[config.mk]
export PLATFORM = sky130hd
export DESIGN_NAME = sum_normalizer
export DESIGN_NICKNAME = d
export VERILOG_FILES = /design/src/rtl/sum_normalizer.sv
export SDC_FILE = /design/constraint.sdc
export NUM_CORES = 1
export LEC_CHECK = 0
export ABC_AREA = 1
export BUFFER_PORTS_ARGS = -buffer_cell sky130_fd_sc_hd__buf_2
export CORE_ASPECT_RATIO = 1.75
export CORE_MARGIN = 2
export CORE_UTILIZATION = 46
export CTS_CLUSTER_DIAMETER = 60
export DETAILED_ROUTE_END_ITERATION = 10
export GPL_TIMING_DRIVEN = 0
export MAX_ROUTING_LAYER = met4
export RECOVER_POWER = 100
export SLEW_MARGIN = 40
export SYNTH_ARGS = -nofsm -noshare
export SYNTH_HDL_FRONTEND = slang
export SYNTH_SLANG_ARGS = --single-unit
[constraint.sdc]
create_clock -name clk -period 3 [get_ports clk]
set_clock_uncertainty 0.2 [all_clocks]
set_input_delay 0 -clock clk [delete_from_list [all_inputs] [get_ports clk]]
set_output_delay 0 -clock clk [all_outputs]
set_load 0.02 [all_outputs]
[src/rtl/sum_normalizer.sv]
// Divides a widened signed sum by NUM_INPUT (restoring, 1 bit/enabled cycle), rounds, saturates; SUM_W+1 cycles accept->out_valid.
// Single result in flight: in_ready only in IDLE, dout/out_valid hold until out_ready.
module sum_normalizer #(
  parameter int NUM_INPUT     = 2,
  parameter int DATA_WIDTH_IN = 16,
  parameter int ROUND_MODE    = 1
) (
  input  logic                                                  clk,
  input  logic                                                  rst,
  input  logic                                                  ena,
  input  logic                                                  in_valid,
  output logic                                                  in_ready,
  input  logic signed [DATA_WIDTH_IN+$clog2(NUM_INPUT)-1:0]     din,
  output logic                                                  out_valid,
  input  logic                                                  out_ready,
  output logic signed [DATA_WIDTH_IN-1:0]                       dout,
  output logic                                                  busy
);

  localparam int SUM_W = DATA_WIDTH_IN + $clog2(NUM_INPUT);
  localparam int REM_W = $clog2(NUM_INPUT) + 1;
  localparam int CNT_W = $clog2(SUM_W + 1);

  localparam logic [REM_W:0] DIVISOR = (REM_W+1)'(NUM_INPUT);
  localparam logic [SUM_W:0] POS_LIM = {{(SUM_W+2-DATA_WIDTH_IN){1'b0}}, {(DATA_WIDTH_IN-1){1'b1}}};
  localparam logic [SUM_W:0] NEG_LIM = POS_LIM + (SUM_W+1)'(1);
  localparam logic [DATA_WIDTH_IN-1:0] MAX_OUT = {1'b0, {(DATA_WIDTH_IN-1){1'b1}}};
  localparam logic [DATA_WIDTH_IN-1:0] MIN_OUT = {1'b1, {(DATA_WIDTH_IN-1){1'b0}}};

  typedef enum logic [1:0] {IDLE, DIV, ROUND, OUT} state_t;

  state_t             state;
  logic               neg;
  logic [SUM_W-1:0]   mag;
  logic [SUM_W-1:0]   quo;
  logic [REM_W-1:0]   rem;
  logic [CNT_W-1:0]   cnt;

  logic [SUM_W-1:0]   din_u;
  logic [SUM_W-1:0]   din_mag;
  logic [REM_W:0]     trial;
  logic               fits;
  logic               rnd_up;
  logic [SUM_W:0]     qr;
  logic [DATA_WIDTH_IN-1:0] res;

  assign in_ready = (state == IDLE) && !rst;
  assign busy     = (state != IDLE);

  // Unsigned magnitude keeps -2^(SUM_W-1) representable as 2^(SUM_W-1).
  assign din_u   = din;
  assign din_mag = din_u[SUM_W-1] ? (~din_u + SUM_W'(1)) : din_u;

  assign trial  = {rem, mag[SUM_W-1]};
  assign fits   = (trial >= DIVISOR);
  assign rnd_up = (ROUND_MODE != 0) && ({rem, 1'b0} >= DIVISOR);
  assign qr     = {1'b0, quo} + {{SUM_W{1'b0}}, rnd_up};

  // Saturation is decided on the magnitude before the sign is reapplied.
  always_comb begin
    res = '0;
    if (neg) begin
      res = (qr > NEG_LIM) ? MIN_OUT : -qr[DATA_WIDTH_IN-1:0];
    end else begin
      res = (qr > POS_LIM) ? MAX_OUT : qr[DATA_WIDTH_IN-1:0];
    end
  end

  always_ff @(posedge clk or posedge rst) begin
    if (rst) begin
      state     <= IDLE;
      neg       <= 1'b0;
      mag       <= '0;
      quo       <= '0;
      rem       <= '0;
      cnt       <= '0;
      dout      <= '0;
      out_valid <= 1'b0;
    end else begin
      case (state)
        IDLE: begin
          if (in_valid) begin
            neg   <= din_u[SUM_W-1];
            mag   <= din_mag;
            quo   <= '0;
            rem   <= '0;
            cnt   <= '0;
            state <= DIV;
          end
        end
        DIV: begin
          if (ena) begin
            mag <= {mag[SUM_W-2:0], 1'b0};
            rem <= REM_W'(fits ? (trial - DIVISOR) : trial);
            quo <= {quo[SUM_W-2:0], fits};
            cnt <= cnt + CNT_W'(1);
            if (cnt == CNT_W'(SUM_W-1)) begin
              state <= ROUND;
            end
          end
        end
        ROUND: begin
          if (ena) begin
            dout      <= res;
            out_valid <= 1'b1;
            state     <= OUT;
          end
        end
        OUT: begin
          if (out_ready) begin
            out_valid <= 1'b0;
            state     <= IDLE;
          end
        end
        default: state <= IDLE;
      endcase
    end
  end

endmodule

==> summary.md <==
| Metric | Value |
|---|---|
| Outcome | finished, final reports clean |
| Routed vias/inst | just over 5 |
| First-pass GRT wire length | 18.3 mm |
| Worst rel slew slack | a little over a third |
| Reg clk slew, reported paths | about 0.050 ns |
| Area of the mapped netlist | 4190 um2 |
| Syn_area_per_cell | about 7 um2 |
| Depth of the CTS H-tree | 3 |
| Worst EP arrival | approximately 2.9 ns |
| Async set-reset flop share out of synthesis | between 90% and 100% |
| Antenna violations before repair | 0 |
| Switching Power | ~2.1 mW |
| Worst Setup End Kind | flip-flop |
| Cell area power density | around 940 nW/um2 |
| Synth Register Bits | between 60 and 70 |
| Core region area | 8980 um2 |
| Post-layout min period | about 2.8 ns |
| Die span in x | ~76 um |
| Die ar. | about 9900 um2 |
| Clock tree buffer depth | 2 |
| Leak Pwr | 2.47 nW |
| Synth area leaders | dfrtp_1 36%, nand2_1 13%, inv_1 6.2%, nor2_1 5.5%, o21ai_0 4.4% |
| Pwr Total | about 4.8 mW |
| Vias in the first global route | between 3000 and 4000 |
| Residual DRC | 0 |
| IR Drop Worst-Case VDD | a little over 500 uV |
| Number of buffers added on ports | 40 |
| Post-DP HPWL | 8.71 mm |
| Cells after synthesis | approximately 590 |
| # IOs | 41 |
| Number of diodes | 0 |
| Worst-path maximum fanout | 10 |
| Post-synth EDFFs | 0 |
| Root Buffer | clkbuf_16 |
| CTS tree | built |
| Tot GR Track Use | about 24% |
| Hold depth | 7 |
| Comb power frac | about 53% |
| Layout Nets | approximately 700 |
| DRT Pass-1 Iters | 5 |
| Synth cell count leaders | 144 x nand2_1, 69 x inv_1, 62 x nor2_1 |
| GP Congestion | 1.00 |
| Crit Path Class | flip-flop to flip-flop |
| Total Wirelength | 11.2 mm |
| Row cnt | 46 |
| Worst min path class | primary input to flip-flop |
| Total grt overflow | 0 |
| Setup crit start kind | flip-flop |
| Via count | a little over 4000 |
| Clock Power Share | about a fifth |
| Worst Reg2Reg Path Length in Cells | 17 |
| Layout cell share with drive strength beyond 1 | about 15% |
| RSZ-0062 raised after global routing | no |
| Ys Warns | 0 |
| Max-Cap Viols | 0 |
| Reg power frac | 26.3% |
| Worst Hold Slack | roughly 0.037 ns |
| Post-synth top area cell | dfrtp_1 |
| Die height | 130 um |
| Worst Setup Slack, final | 0.185 ns |
| Clock Latency Late Sink | ~0.33 ns |
| Routed WL per cell | roughly 14 um |
| Cell variety after synth | 38 |
| Max frequency | between 300 and 400 MHz |
| Largest net degree at the start of global routing | 45 |
| Initial Util | 46.7% |
| WP data required | a little over 3 ns |
| Post-DRT Antenna Nets | 0 |
| Num CTS Buffers | 9 |
| Filler cells | 904 |
| Switching share of power | 44.1% |
| Int Power | ~2.7 mW |
| Tcrit/Tclk final | about 94% |
| Iter 0 DRT Violations | about 170 |
| Max-slew violations | 0 |
| Post-synthesis sequential area ratio | ~36% |
| Syn Nets | 618 |
| Final hold vios | 0 |
| Post-place setup slack | -0.0790 ns |
| CTS sink cnt | 61 |
| Top cell type's share of synthesized area | 36.4% |
| Most common cell in the netlist | nand2_1 |
| Setup-failing EPs final | 0 |
| Ys flop type | dfrtp_1 |
| Worst Tran Pin Value | 0.973 ns |
| Area added between synthesis and finish | 21.9% |
## worst paths after layout
| kind | to | slack, ns | startpoint |
|---|---|---|---|
| min in group asynchronous | out_valid | 0.74 | rst |
| worst min register to register | dout[0] | 0.27 | dout[0] |
| max in group asynchronous | mag[12] | 0.46 | rst |
| worst min-delay path | mag[1] | 0.04 | din[1] |
| worst max register to register | dout[6] | 0.18 | rem[0] |
| worst max-delay path | dout[6] | 0.18 | rem[0] |
## registers in the layout (all words and copies together) (netlist names)
signal and cells:
dout 16, mag 17, quo 17, rem 2, cnt 5, neg 1, out_valid 1, state 2
## power by group through the flow
stage / clock [mW] / sequential [mW] / combinational (mW)
after detailed placement: 0 / 1.28 / 2.45
after floorplan: 0 / 1.39 / 1.70
after global placement: 0 / 1.26 / 2.42
final: 1.00 / 1.26 / 2.53
after CTS: 1.03 / 1.26 / 2.54
after global routing: 1.06 / 1.30 / 2.85
## kinds of logic (layout without fill, tap and decap cells)
kind of cell / after synthesis / in the layout / share of synthesized area (%)
AO/OA/AOI/OAI: 105 / 105 / 14.6
buffers and inverters: 91 / 173 / 8.92
XOR/XNOR: 10 / 10 / 2.09
flip-flops: 61 / 61 / 36.4
adder cells (fa/ha/maj): 11 / 11 / 3.28
AND/OR/NAND/NOR: 307 / 307 / 34.8
## critical path: stages (launching register included)
cell and delay, ns:
dfrtp_1 0.38, nor2_2 0.14, inv_1 0.06, ha_2 0.21
ha_4 0.23, inv_2 0.07, ha_2 0.18, inv_1 0.06
nor2_4 0.14, nand3_4 0.10, nor2_4 0.14, nand2_2 0.12
nor2_4 0.15, nand3_2 0.09, nand2_4 0.13, buf_8 0.14
nand3b_1 0.09, a21oi_2 0.12
## layout by cell type, fill, tap and decap left out, types with 9 or more instances in the layout
cell type      Yosys  layout
nand2_1          144     143
inv_1             69      67
dfrtp_1           61      61
nor2_1            62      60
o21ai_0           37      37
nand3_1           32      32
clkbuf_1           9      31
a21oi_1           26      26
buf_2              5      25
dlygate4sd3_1      0      24
o22ai_1           19      19
nand4_1           16      16
nand2_2           12      13
nand3b_1          10      10
nor2_4             7       9
clkbuf_16          0       9
## cell type report
type	count	area, um2	area share (%)
tap	120	150	2.94
timing repair buffer	67	448	8.76
buffer	18	100	1.96
multi-input combinational	433	2330	45.5
clock inverter	4	50.0	0.979
inverter	73	278	5.43
sequential	61	1530	29.9
clock buffer	11	233	4.55
## stage by stage
step	instance area (um2)	utilization, %	instances	setup TNS (ns)
after floorplan	4190	-	585	0
after CTS	5100	56.8	785	0
after global placement	4540	50.6	745	-0.547
final	5110	57.0	787	0
after global routing	5110	57.0	787	0
after detailed placement	4570	50.9	746	-0.790
## layer usage
metal | track usage [%] | wire length, um | vias to the layer above
met2 | 50.1 | 6600 | 87
li1 | - | - | 2077
met3 | 3.25 | 279 | 29
met4 | 11.7 | 367 | 0
met5 | - | 0 | -
met1 | 21.2 | 3950 | 1895
## repair_timing
item,CTS,global route
hold buffers,24,0
resized for setup,3,9
endpoints found under the hold margin,81,0
pin swaps,0,2
setup buffers,0,2
setup endpoints to repair,20,27
(Power assumes the default switching activity.)
